<file path="src/rtl/riscv_pkg.sv">
// Shared encodings for the multi-cycle RV32I control unit.
// Covers FSM states, opcodes, immediate-select and datapath mux/ALU codes.
package riscv_pkg;

    typedef enum logic [3:0] {
        FETCH, DECODE, MEMADR, MEMREAD, MEMWB, MEMWRITE,
        EXECR, EXECI, ALUWB, BRANCH, TRAP
    } state_t;

    // Tells the ALU decoder what kind of operation the current state needs.
    typedef enum logic [1:0] {
        CLS_ADD,
        CLS_SUB,
        CLS_FUNC
    } alu_cls_t;

    localparam logic [6:0] OP_LOAD   = 7'b0000011;
    localparam logic [6:0] OP_STORE  = 7'b0100011;
    localparam logic [6:0] OP_RTYPE  = 7'b0110011;
    localparam logic [6:0] OP_ITYPE  = 7'b0010011;
    localparam logic [6:0] OP_BRANCH = 7'b1100011;

    localparam logic [2:0] F3_BEQ = 3'b000;
    localparam logic [2:0] F3_BNE = 3'b001;

    localparam logic [1:0] IMM_I = 2'b00;
    localparam logic [1:0] IMM_S = 2'b01;
    localparam logic [1:0] IMM_B = 2'b10;

    localparam logic [2:0] ALU_ADD = 3'b000;
    localparam logic [2:0] ALU_SUB = 3'b001;
    localparam logic [2:0] ALU_AND = 3'b010;
    localparam logic [2:0] ALU_OR  = 3'b011;
    localparam logic [2:0] ALU_XOR = 3'b100;
    localparam logic [2:0] ALU_SLT = 3'b101;
    localparam logic [2:0] ALU_SLL = 3'b110;
    localparam logic [2:0] ALU_SRL = 3'b111;

    localparam logic [1:0] SRCA_PC    = 2'b00;
    localparam logic [1:0] SRCA_OLDPC = 2'b01;
    localparam logic [1:0] SRCA_RS1   = 2'b10;

    localparam logic [1:0] SRCB_RS2  = 2'b00;
    localparam logic [1:0] SRCB_IMM  = 2'b01;
    localparam logic [1:0] SRCB_FOUR = 2'b10;

    localparam logic [1:0] RES_ALUOUT    = 2'b00;
    localparam logic [1:0] RES_DATA      = 2'b01;
    localparam logic [1:0] RES_ALURESULT = 2'b10;

endpackage

</file>
<file path="src/rtl/mc_alu_decoder.sv">
// Combinational ALU control decode for the multi-cycle control unit.
// Also flags R/I arithmetic encodings the datapath cannot execute (sltu, sra/srai).
module mc_alu_decoder
    import riscv_pkg::*;
(
    input  alu_cls_t    cls,
    input  logic [6:0]  op,
    input  logic [2:0]  funct3,
    input  logic        funct7b5,
    output logic [2:0]  alu_ctrl,
    output logic        illegal_alu
);

    logic is_arith;

    // Select the ALU operation from the state class and funct fields.
    always_comb begin
        alu_ctrl    = ALU_ADD;
        illegal_alu = 1'b0;
        is_arith    = (op == OP_RTYPE) || (op == OP_ITYPE);

        if (is_arith) begin
            if (funct3 == 3'b011)
                illegal_alu = 1'b1;
            if ((funct3 == 3'b101) && funct7b5)
                illegal_alu = 1'b1;
        end

        case (cls)
            CLS_SUB:  alu_ctrl = ALU_SUB;
            CLS_FUNC: begin
                case (funct3)
                    3'b000:  alu_ctrl = ((op == OP_RTYPE) && funct7b5) ? ALU_SUB : ALU_ADD;
                    3'b111:  alu_ctrl = ALU_AND;
                    3'b110:  alu_ctrl = ALU_OR;
                    3'b100:  alu_ctrl = ALU_XOR;
                    3'b010:  alu_ctrl = ALU_SLT;
                    3'b001:  alu_ctrl = ALU_SLL;
                    3'b101:  alu_ctrl = ALU_SRL;
                    default: alu_ctrl = ALU_ADD;
                endcase
            end
            default:  alu_ctrl = ALU_ADD;
        endcase
    end

endmodule

</file>
<file path="src/rtl/mc_control_fsm.sv">
// Multi-cycle RV32I control unit: sequences the shared datapath one instruction
// at a time with a ready-based handshake on the unified memory port.
// Optional feature: define MC_INSTRET_EN to enable the retired-instruction counter;
// otherwise instret is tied to zero.
module mc_control_fsm
    import riscv_pkg::*;
(
    input  logic        clk,
    input  logic        rst_n,
    input  logic [6:0]  op,
    input  logic [2:0]  funct3,
    input  logic        funct7b5,
    input  logic        zero,
    input  logic        mem_ready,
    output logic        mem_req,
    output logic        mem_write,
    output logic        adr_src,
    output logic        ir_write,
    output logic        pc_write,
    output logic        reg_write,
    output logic [1:0]  alu_src_a,
    output logic [1:0]  alu_src_b,
    output logic [1:0]  result_src,
    output logic [2:0]  alu_ctrl,
    output logic [1:0]  imm_src,
    output logic        illegal,
    output logic [31:0] instret
);

    state_t      state_q, state_d;
    alu_cls_t    alu_cls;
    logic        illegal_q, illegal_alu;
    logic [2:0]  alu_ctrl_c;
    logic        mem_req_c, mem_write_c, adr_src_c;
    logic        ir_write_c, pc_write_c, reg_write_c;
    logic [1:0]  alu_src_a_c, alu_src_b_c, result_src_c, imm_src_c;
    logic [31:0] instret_q;

    mc_alu_decoder u_alu_dec (
        .cls         (alu_cls),
        .op          (op),
        .funct3      (funct3),
        .funct7b5    (funct7b5),
        .alu_ctrl    (alu_ctrl_c),
        .illegal_alu (illegal_alu)
    );

    // State register and sticky trap flag.
    always_ff @(posedge clk) begin
        if (!rst_n) begin
            state_q   <= FETCH;
            illegal_q <= 1'b0;
        end else begin
            state_q <= state_d;
            if (state_d == TRAP)
                illegal_q <= 1'b1;
        end
    end

    // Next-state and datapath control for the current state.
    always_comb begin
        state_d      = state_q;
        alu_cls      = CLS_ADD;
        mem_req_c    = 1'b0;
        mem_write_c  = 1'b0;
        adr_src_c    = 1'b0;
        ir_write_c   = 1'b0;
        pc_write_c   = 1'b0;
        reg_write_c  = 1'b0;
        alu_src_a_c  = SRCA_PC;
        alu_src_b_c  = SRCB_RS2;
        result_src_c = RES_ALUOUT;

        case (state_q)
            FETCH: begin
                mem_req_c    = 1'b1;
                alu_src_b_c  = SRCB_FOUR;
                result_src_c = RES_ALURESULT;
                if (mem_ready) begin
                    ir_write_c = 1'b1;
                    pc_write_c = 1'b1;
                    state_d    = DECODE;
                end
            end
            DECODE: begin
                alu_src_a_c = SRCA_OLDPC;
                alu_src_b_c = SRCB_IMM;
                case (op)
                    OP_LOAD, OP_STORE: state_d = MEMADR;
                    OP_RTYPE:  state_d = illegal_alu ? TRAP : EXECR;
                    OP_ITYPE:  state_d = illegal_alu ? TRAP : EXECI;
                    OP_BRANCH: state_d = ((funct3 == F3_BEQ) || (funct3 == F3_BNE)) ? BRANCH : TRAP;
                    default:   state_d = TRAP;
                endcase
            end
            MEMADR: begin
                alu_src_a_c = SRCA_RS1;
                alu_src_b_c = SRCB_IMM;
                state_d     = (op == OP_LOAD) ? MEMREAD : MEMWRITE;
            end
            MEMREAD: begin
                mem_req_c = 1'b1;
                adr_src_c = 1'b1;
                if (mem_ready)
                    state_d = MEMWB;
            end
            MEMWB: begin
                result_src_c = RES_DATA;
                reg_write_c  = 1'b1;
                state_d      = FETCH;
            end
            MEMWRITE: begin
                mem_req_c   = 1'b1;
                mem_write_c = 1'b1;
                adr_src_c   = 1'b1;
                if (mem_ready)
                    state_d = FETCH;
            end
            EXECR: begin
                alu_cls     = CLS_FUNC;
                alu_src_a_c = SRCA_RS1;
                alu_src_b_c = SRCB_RS2;
                state_d     = ALUWB;
            end
            EXECI: begin
                alu_cls     = CLS_FUNC;
                alu_src_a_c = SRCA_RS1;
                alu_src_b_c = SRCB_IMM;
                state_d     = ALUWB;
            end
            ALUWB: begin
                reg_write_c = 1'b1;
                state_d     = FETCH;
            end
            BRANCH: begin
                alu_cls     = CLS_SUB;
                alu_src_a_c = SRCA_RS1;
                alu_src_b_c = SRCB_RS2;
                pc_write_c  = ((funct3 == F3_BEQ) && zero) || ((funct3 == F3_BNE) && !zero);
                state_d     = FETCH;
            end
            TRAP:    state_d = TRAP;
            default: state_d = FETCH;
        endcase
    end

    // Immediate format follows the opcode in every state.
    always_comb begin
        case (op)
            OP_STORE:  imm_src_c = IMM_S;
            OP_BRANCH: imm_src_c = IMM_B;
            default:   imm_src_c = IMM_I;
        endcase
    end

`ifdef MC_INSTRET_EN
    logic retire;
    assign retire = (state_q == MEMWB) || (state_q == ALUWB) || (state_q == BRANCH) ||
                    ((state_q == MEMWRITE) && mem_ready);

    // Count retired instructions; wraps naturally at 32 bits.
    always_ff @(posedge clk) begin
        if (!rst_n)
            instret_q <= 32'd0;
        else if (retire)
            instret_q <= instret_q + 32'd1;
    end
`else
    assign instret_q = 32'd0;
`endif

    // Every output reads as zero while reset is held.
    assign mem_req    = rst_n & mem_req_c;
    assign mem_write  = rst_n & mem_write_c;
    assign adr_src    = rst_n & adr_src_c;
    assign ir_write   = rst_n & ir_write_c;
    assign pc_write   = rst_n & pc_write_c;
    assign reg_write  = rst_n & reg_write_c;
    assign alu_src_a  = rst_n ? alu_src_a_c  : 2'b00;
    assign alu_src_b  = rst_n ? alu_src_b_c  : 2'b00;
    assign result_src = rst_n ? result_src_c : 2'b00;
    assign alu_ctrl   = rst_n ? alu_ctrl_c   : ALU_ADD;
    assign imm_src    = rst_n ? imm_src_c    : IMM_I;
    assign illegal    = rst_n & illegal_q;
    assign instret    = rst_n ? instret_q    : 32'd0;

endmodule

</file>
<file path="config.mk">
export PLATFORM = sky130hd
export DESIGN_NAME = mc_control_fsm
export DESIGN_NICKNAME = d
export VERILOG_FILES = /design/src/rtl/riscv_pkg.sv /design/src/rtl/mc_alu_decoder.sv /design/src/rtl/mc_control_fsm.sv
export SDC_FILE = /design/constraint.sdc
export NUM_CORES = 1
export LEC_CHECK = 0
export CORE_UTILIZATION = 25
export CTS_CLUSTER_SIZE = 40
export DETAILED_ROUTE_END_ITERATION = 10
export SLEW_MARGIN = 20
export SYNTH_ARGS = -nofsm -noshare
export SYNTH_HDL_FRONTEND = slang
export SYNTH_SLANG_ARGS = --single-unit
</file>
<file path="constraint.sdc">
create_clock -name clk -period 2.4 [get_ports clk]
set_clock_uncertainty 0.1 [all_clocks]
set_input_delay 0.48 -clock clk [delete_from_list [all_inputs] [get_ports clk]]
set_output_delay 0.48 -clock clk [all_outputs]
set_load 0.01 [all_outputs]
</file>
==> metrics.yaml, run 1 <==
die_h_um: 64.1
die_w_um: 64.1
min_from: "illegal_q$_SDFFE_PN0N_"
fin_cells: 240
outcome: "completed"
synthMuxAreaShare_pct: 2.08
insertion_delay_ns: 0.22
slowest_stage: "clkdlybuf4s50_1"
viasPerCell: 4.18
nets: 210
synth_simple_gate_area_share_pct: 35.4
crit_buf_inv: 2
power.density_mw_per_mm2: 453
synth_compound_area_share_pct: 15.3
crit_family: "buffers and inverters"
synth_cells: 138
post_dp_cell_area_mm2: 0.00137
timing.rr.start: "state_q[0]$_SDFF_PN0_"
rows: 22
synth_top_area_share_pct: 25.7
num_vias: 1002
num_io_pins: 65
path_cells: "clkdlybuf4s50_1 -> nand4bb_4 -> o31ai_2 -> a31oi_1 -> nor3_1 -> buf_2"
grt_pass1_vias: 880
synthTopCellsByArea: "buf_4, dfxtp_1, nand2b_1"
n_fill_cell: 408
fin_crit_sh_pct: 97.6
intPower_mw: 0.412
first_iter_violations: 28
die_area_mm2: 0.00411
worst-setup-path-type: "input pin to output port"
worstPathRequired_ns: 1.82
p_switching_mw: 0.257
cts_tree: "yes"
ys_ff_latch: 5
seq_power_share_pct: 16.6
power_leakage_nw: 0.789
critPathLaunch: "op[0]"
clk_path_buf_depth: 2
core_mm2: 0.00369
synthArstFlopShare_pct: 0
dr.pass1.iters: 4
syn_area_per_cell_um2: 6.99
power_mw: 0.669
ys_seq_area_share_pct: 10.4
antenna_found_initial: 0
clockPowerShare_pct: 23.2
syn_to_final_growth_pct: 53.0
drc: 0
switching_share_pct: 38.4
slew_violations: 0
clk_pin_slew_ns: 0.03
start_util_pct: 26.2
finalSetupViolations: 0
worstPathMaxFanout: 2
drive_gt1_share_pct: 25.0
drt_wl_total_um: 2330
num_antenna_cells: 0
combPwrFrac_pct: 60.2
slowest_delay_ns: 0.53
ant_nets: 0
min_period_ns: 2.34
ys_types: 47
synth-xor-area-share_pct: 2.72
hp-class: "flip-flop to flip-flop"
final_area_mm2: 0.00148
rsz0062_at_grt: "true"
max_freq_ghz: 0.427
drv_cap: 0
clock-sinks: 5
cts_buffers: 3
htreeDepth: 1
syn_area_um2: 965
crit_path_end_kind: "output port"
ctsHoldBuffers: 0
grt_pass1_wl_um: 3650
hold_violations: 0
yosys_most_used_dff: "dfxtp_1"
tns_ns: 0
yosysWarnings: 0
yosysTopAreaCell: "buf_4"
synth_top_family_by_area: "simple AND/OR/NAND/NOR gates"
gr-total-overflow: 0
cts-root-buf: "clkbuf_8"
wl_per_cell_um: 9.70
grt_util_all_layers_pct: 11.1
dp.cells: 234
worstPathArrival_ns: 1.76
hpwl_um: 1840
place.gp.congestion: 0.877
grt_max_degree: 13
synthAdderAreaFrac_pct: 2.59
startpoint_type: "input pin"
synth-edff-count: 0
io_buffers: 32
vdd_drop_max_v: 0.000152
-- tightest hold or removal path, cell delays in order (launching register included) --
cell and delay [ns]:
dfxtp_1 0.29, nand2_1 0.06, buf_4 0.10, o31ai_2 0.05
-- layout by cell type, fill, tap and decap left out, drive strengths merged, types with 6 or more instances in the layout --
master and instances:
clkdlybuf4s50 12, nor2 11, buf 28, clkbuf 6, nand2b 8, nand2 7, nor3 8, inv 7
dlygate4sd2 8, dlymetal6s2s 7, conb 32
-- path summary, 6_finish.rpt --
path                                 end  slack [ns]  depth (start not counted)
setup reg to reg  illegal_q$_SDFFE_PN0N_        0.61                          6
hold reg to reg   illegal_q$_SDFFE_PN0N_        0.45                          3
setup / recovery             alu_ctrl[0]        0.06                          6
hold / removal    illegal_q$_SDFFE_PN0N_        0.45                          3
-- cells by family (layout without fill, tap and decap cells) --
kind of cell	Yosys count	count (layout)
other	1	32
xor gates and xnor gates	3	3
AOI/OAI and AO/OA	22	22
adders and majority gates	2	2
muxes	2	2
and+or+nand+nor	57	57
DFF	5	5
buffers and inverters	46	69
-- flip-flops by register name, summed over array words and instances (netlist names) --
register / count
illegal_q: 1
state_q: 4
-- cell type report --
| class | count | area, µm² | area share (%) |
|---|---|---|---|
| Clock buffer | 3 | 41.3 | 2.80 |
| Clock inverter | 1 | 5.00 | 0.339 |
| Inverter | 7 | 26.3 | 1.78 |
| Multi-Input combinational cell | 118 | 746 | 50.5 |
| Sequential cell | 5 | 100 | 6.78 |
| Tap cell | 48 | 60.1 | 4.07 |
| Timing Repair Buffer | 58 | 498 | 33.7 |
-- per-stage QoR --
step | setup slack, ns | utilization, % | hold slack (ns)
2_1_floorplan | 0.127 | - | 0.329
3_3_place_gp | -0.446 | 37.1 | 0.449
3_5_place_dp | -0.442 | 37.1 | 0.455
4_1_cts | -0.0972 | 39.3 | 0.460
5_1_grt | -0.0513 | 40.0 | 0.505
6_report | 0.0581 | 40.0 | 0.454
-- synthesized netlist by cell type, types with 2 or more instances --
library cell	count
xor2_1	2
nor2b_1	2
nor3_1	7
nand2b_1	8
a211oi_1	2
buf_4	33
nand2_1	7
buf_2	3
dfxtp_1	5
inv_1	6
o21ai_1	2
nor2_1	11
a21oi_1	5
o21a_1	2
ha_1	2
o21ai_0	3
clkbuf_1	2
nor4_1	5
mux2i_1	2
a31oi_1	2
-- power groups by stage --
| stage | registers [mW] | clock network (mW) | logic (mW) |
|---|---|---|---|
| after global routing | 0.113 | 0.167 | 0.438 |
| after detailed placement | 0.110 | 0 | 0.386 |
| after floorplan | 0.108 | 0 | 0.253 |
| after global placement | 0.110 | 0 | 0.384 |
| after CTS | 0.109 | 0.160 | 0.387 |
| final | 0.111 | 0.155 | 0.403 |
-- per-layer routing --
layer / track usage (%) / vias to the layer above / routed length (µm)
met4: 5.00 / 0 / 15
li1: - / 525 / -
met2: 19.5 / 42 / 1150
met5: 0 / - / 0
met1: 13.4 / 433 / 1010
met3: 1.43 / 2 / 156
-- what timing repair did --
action	4_1_cts	5_1_grt
setup buffers	1	1
endpoints found under the setup margin	17	9
resized for setup	24	17
pin swaps	4	5
Power figures use the tool's default switching activity.
==> run 2, diff against run 1 <==
- CORE_UTILIZATION: 25 -> 36
- GPL_ROUTABILITY_DRIVEN: unset -> 0
- PLACE_DENSITY: unset -> 0.87
==> run 2 against run 1 <==
Effect of this change: clock-buffer cell count rose by 1; first-iteration DRC count shrank 39%; sequential cell count did not move; hold slack improved by 0.0030 ns; maximum frequency up 0.69%; die area is 30% lower; clock power decreased by 36%; sequential share of layout area rose by 0.51 points; setup slack gained 0.016 ns; routed wire length fell by 3.5%; power is 12% lower; critical path depth is 1 lower.
==> metrics.yaml, run 2 (synthesis results as in run 1) <==
grtUsageMet2_pct: 30.7  # +11 points
min_period_ns: 2.33  # -0.0160 ns
insertion_delay_ns: 0.25  # +0.03 ns
cts_buffers: 3  # unchanged
gr-total-overflow: 0  # unchanged
grt_use_met3_pct: 2.82  # +1.4 points
antenna_found_initial: 0  # unchanged
wl_per_cell_um: 10.1  # +4.3%
grt_pass1_vias: 875  # -0.57%
io_buffers: 32  # unchanged
core_mm2: 0.00250  # -32%
dr.pass1.iters: 4  # unchanged
cts-root-buf: "clkbuf_4"
fin_util_pct: 56.3  # +16 points
worstPathMaxFanout: 5  # +3
start_util_pct: 38.6  # +12 points
hpwl_um: 1840  # about the same
startpoint_type: "flip-flop"
first_iter_violations: 17  # -39%
outcome: "completed"
finalSetupViolations: 0  # unchanged
die_h_um: 53.8  # -16%
drt_wl_total_um: 2250  # -3.5%
power_leakage_nw: 0.756  # -4.2%
vdd_drop_max_v: 0.000223  # +47%
num_vias: 1052  # +5.0%
final_cell_mix: "conb_1, buf_4, dlygate4sd2_1"
final_area_mm2: 0.00141  # -4.7%
drc: 0  # unchanged
drv_cap: 0  # unchanged
mostFrequentLayoutCell: "conb_1"
grt_pass1_wl_um: 3390  # -7.0%
clk_pin_slew_ns: 0.04  # about the same
cts_tree: "yes"
nets: 210  # unchanged
post_dp_cell_area_mm2: 0.00135  # -1.1%
largestRegisters: "state_q: 4 flops, illegal_q: 1 flops"
n_fill_cell: 245  # -40%
top_register: "state_q"
syn_to_final_growth_pct: 45.9
grt-busiest-layer: "met2"
die_area_mm2: 0.00289  # -30%
register_area_um2: 103  # +2.5%
groute.layer.met1.usage_pct: 16.4  # +3.0 points
fin_crit_sh_pct: 96.9  # -0.67 points
tns_ns: 0  # unchanged
num_antenna_cells: 0  # unchanged
hold_violations: 0  # unchanged
largest_reg_flops: 4  # unchanged
viasPerCell: 4.74  # +14%
die_w_um: 53.8  # -16%
clk_path_buf_depth: 2  # unchanged
num_io_pins: 65  # unchanged
grt_util_all_layers_pct: 15.8  # +4.7 points
rows: 18  # -18%
grt_max_degree: 11  # -2
crit_path_end_kind: "output port"
clock-sinks: 5  # unchanged
worstPathArrival_ns: 1.75  # about the same
multi_input_area_um2: 717  # -3.9%
power.density_mw_per_mm2: 419  # -7.5%
worstPathRequired_ns: 1.82  # about the same
htreeDepth: 1  # unchanged
hp-class: "flip-flop to flip-flop"
max_freq_ghz: 0.430  # +0.69%
ant_nets: 0  # unchanged
slew_violations: 0  # unchanged
worst-setup-path-type: "flip-flop to output port"
drive_gt1_share_pct: 24.5  # -0.52 points
rsz0062_at_grt: "false"
-- run 2: changes by cell type in the layout (fill, tap and decap cells not counted), sizes merged --
| cell | before | now |
|---|---|---|
| dlygate4sd2 | 8 | 13 |
| clkbuf | 6 | 4 |
| clkdlybuf4s50 | 12 | 10 |
| dlymetal6s2s | 7 | 5 |
| buf | 28 | 29 |
| clkdlybuf4s15 | 0 | 1 |
| clkinv | 1 | 0 |
-- run 2: report_power, final --
group | leakage [nW] | switching, mW | internal, mW
combinational | 0.700 | 0.191 | 0.187
clock | 0.0150 | 0.0361 | 0.0630
sequential | 0.0416 | 0.0132 | 0.100
-- run 2: area by class of cell --
class / count / share of cell area [%]
inverters: 7 / 1.87
well taps: 30 / 2.67
multi-input cells: 118 / 50.9
flip-flops and latches: 5 / 7.29
clock buffers: 4 / 1.87
repair buffers: 58 / 35.4
-- run 2: repair_timing --
item                                    CTS  global route
cloned                                    0             0
setup buffers                             1             0
gates resized for setup                  33            10
endpoints found under the setup margin   17             7
hold buffers                              0             0
pin swaps                                 4             6
-- run 2: through the flow --
stage / setup slack, ns / hold WS, ns / total power [mW] / std cells
6_report: 0.0741 / 0.457 / 0.590 / 222
5_1_grt: 0.0102 / 0.496 / 0.639 / 222
3_5_place_dp: -0.417 / 0.459 / 0.498 / 217
2_1_floorplan: 0.127 / 0.329 / 0.361 / 169
4_1_cts: 0.00797 / 0.467 / 0.589 / 222
3_3_place_gp: -0.407 / 0.448 / 0.490 / 217
-- run 2: final timing paths --
| check | start | endpoint | slack, ns | depth (start not counted) |
|---|---|---|---|---|
| worst max-delay path | state_q[1]$_SDFF_PN0_ | reg_write | 0.07 | 5 |
| worst min-delay path | illegal_q$_SDFFE_PN0N_ | illegal_q$_SDFFE_PN0N_ | 0.46 | 3 |
| worst max register to register | state_q[2]$_SDFF_PN0_ | illegal_q$_SDFFE_PN0N_ | 0.61 | 6 |
| worst min register to register | illegal_q$_SDFFE_PN0N_ | illegal_q$_SDFFE_PN0N_ | 0.46 | 3 |
-- run 2: per-layer routing --
layer  wire, µm  part of all wire, %
met5          0                    0
met4         43                  1.9
met3        134                  6.0
met2       1150                   51
met1        921                   41
-- run 2: critical path, cell delays in order (launching register included) --
cell and delay, ns:
dfxtp_2 0.33, buf_4 0.14, nand2b_1 0.16, buf_4 0.15, nor3_1 0.16, clkdlybuf4s50_1 0.56
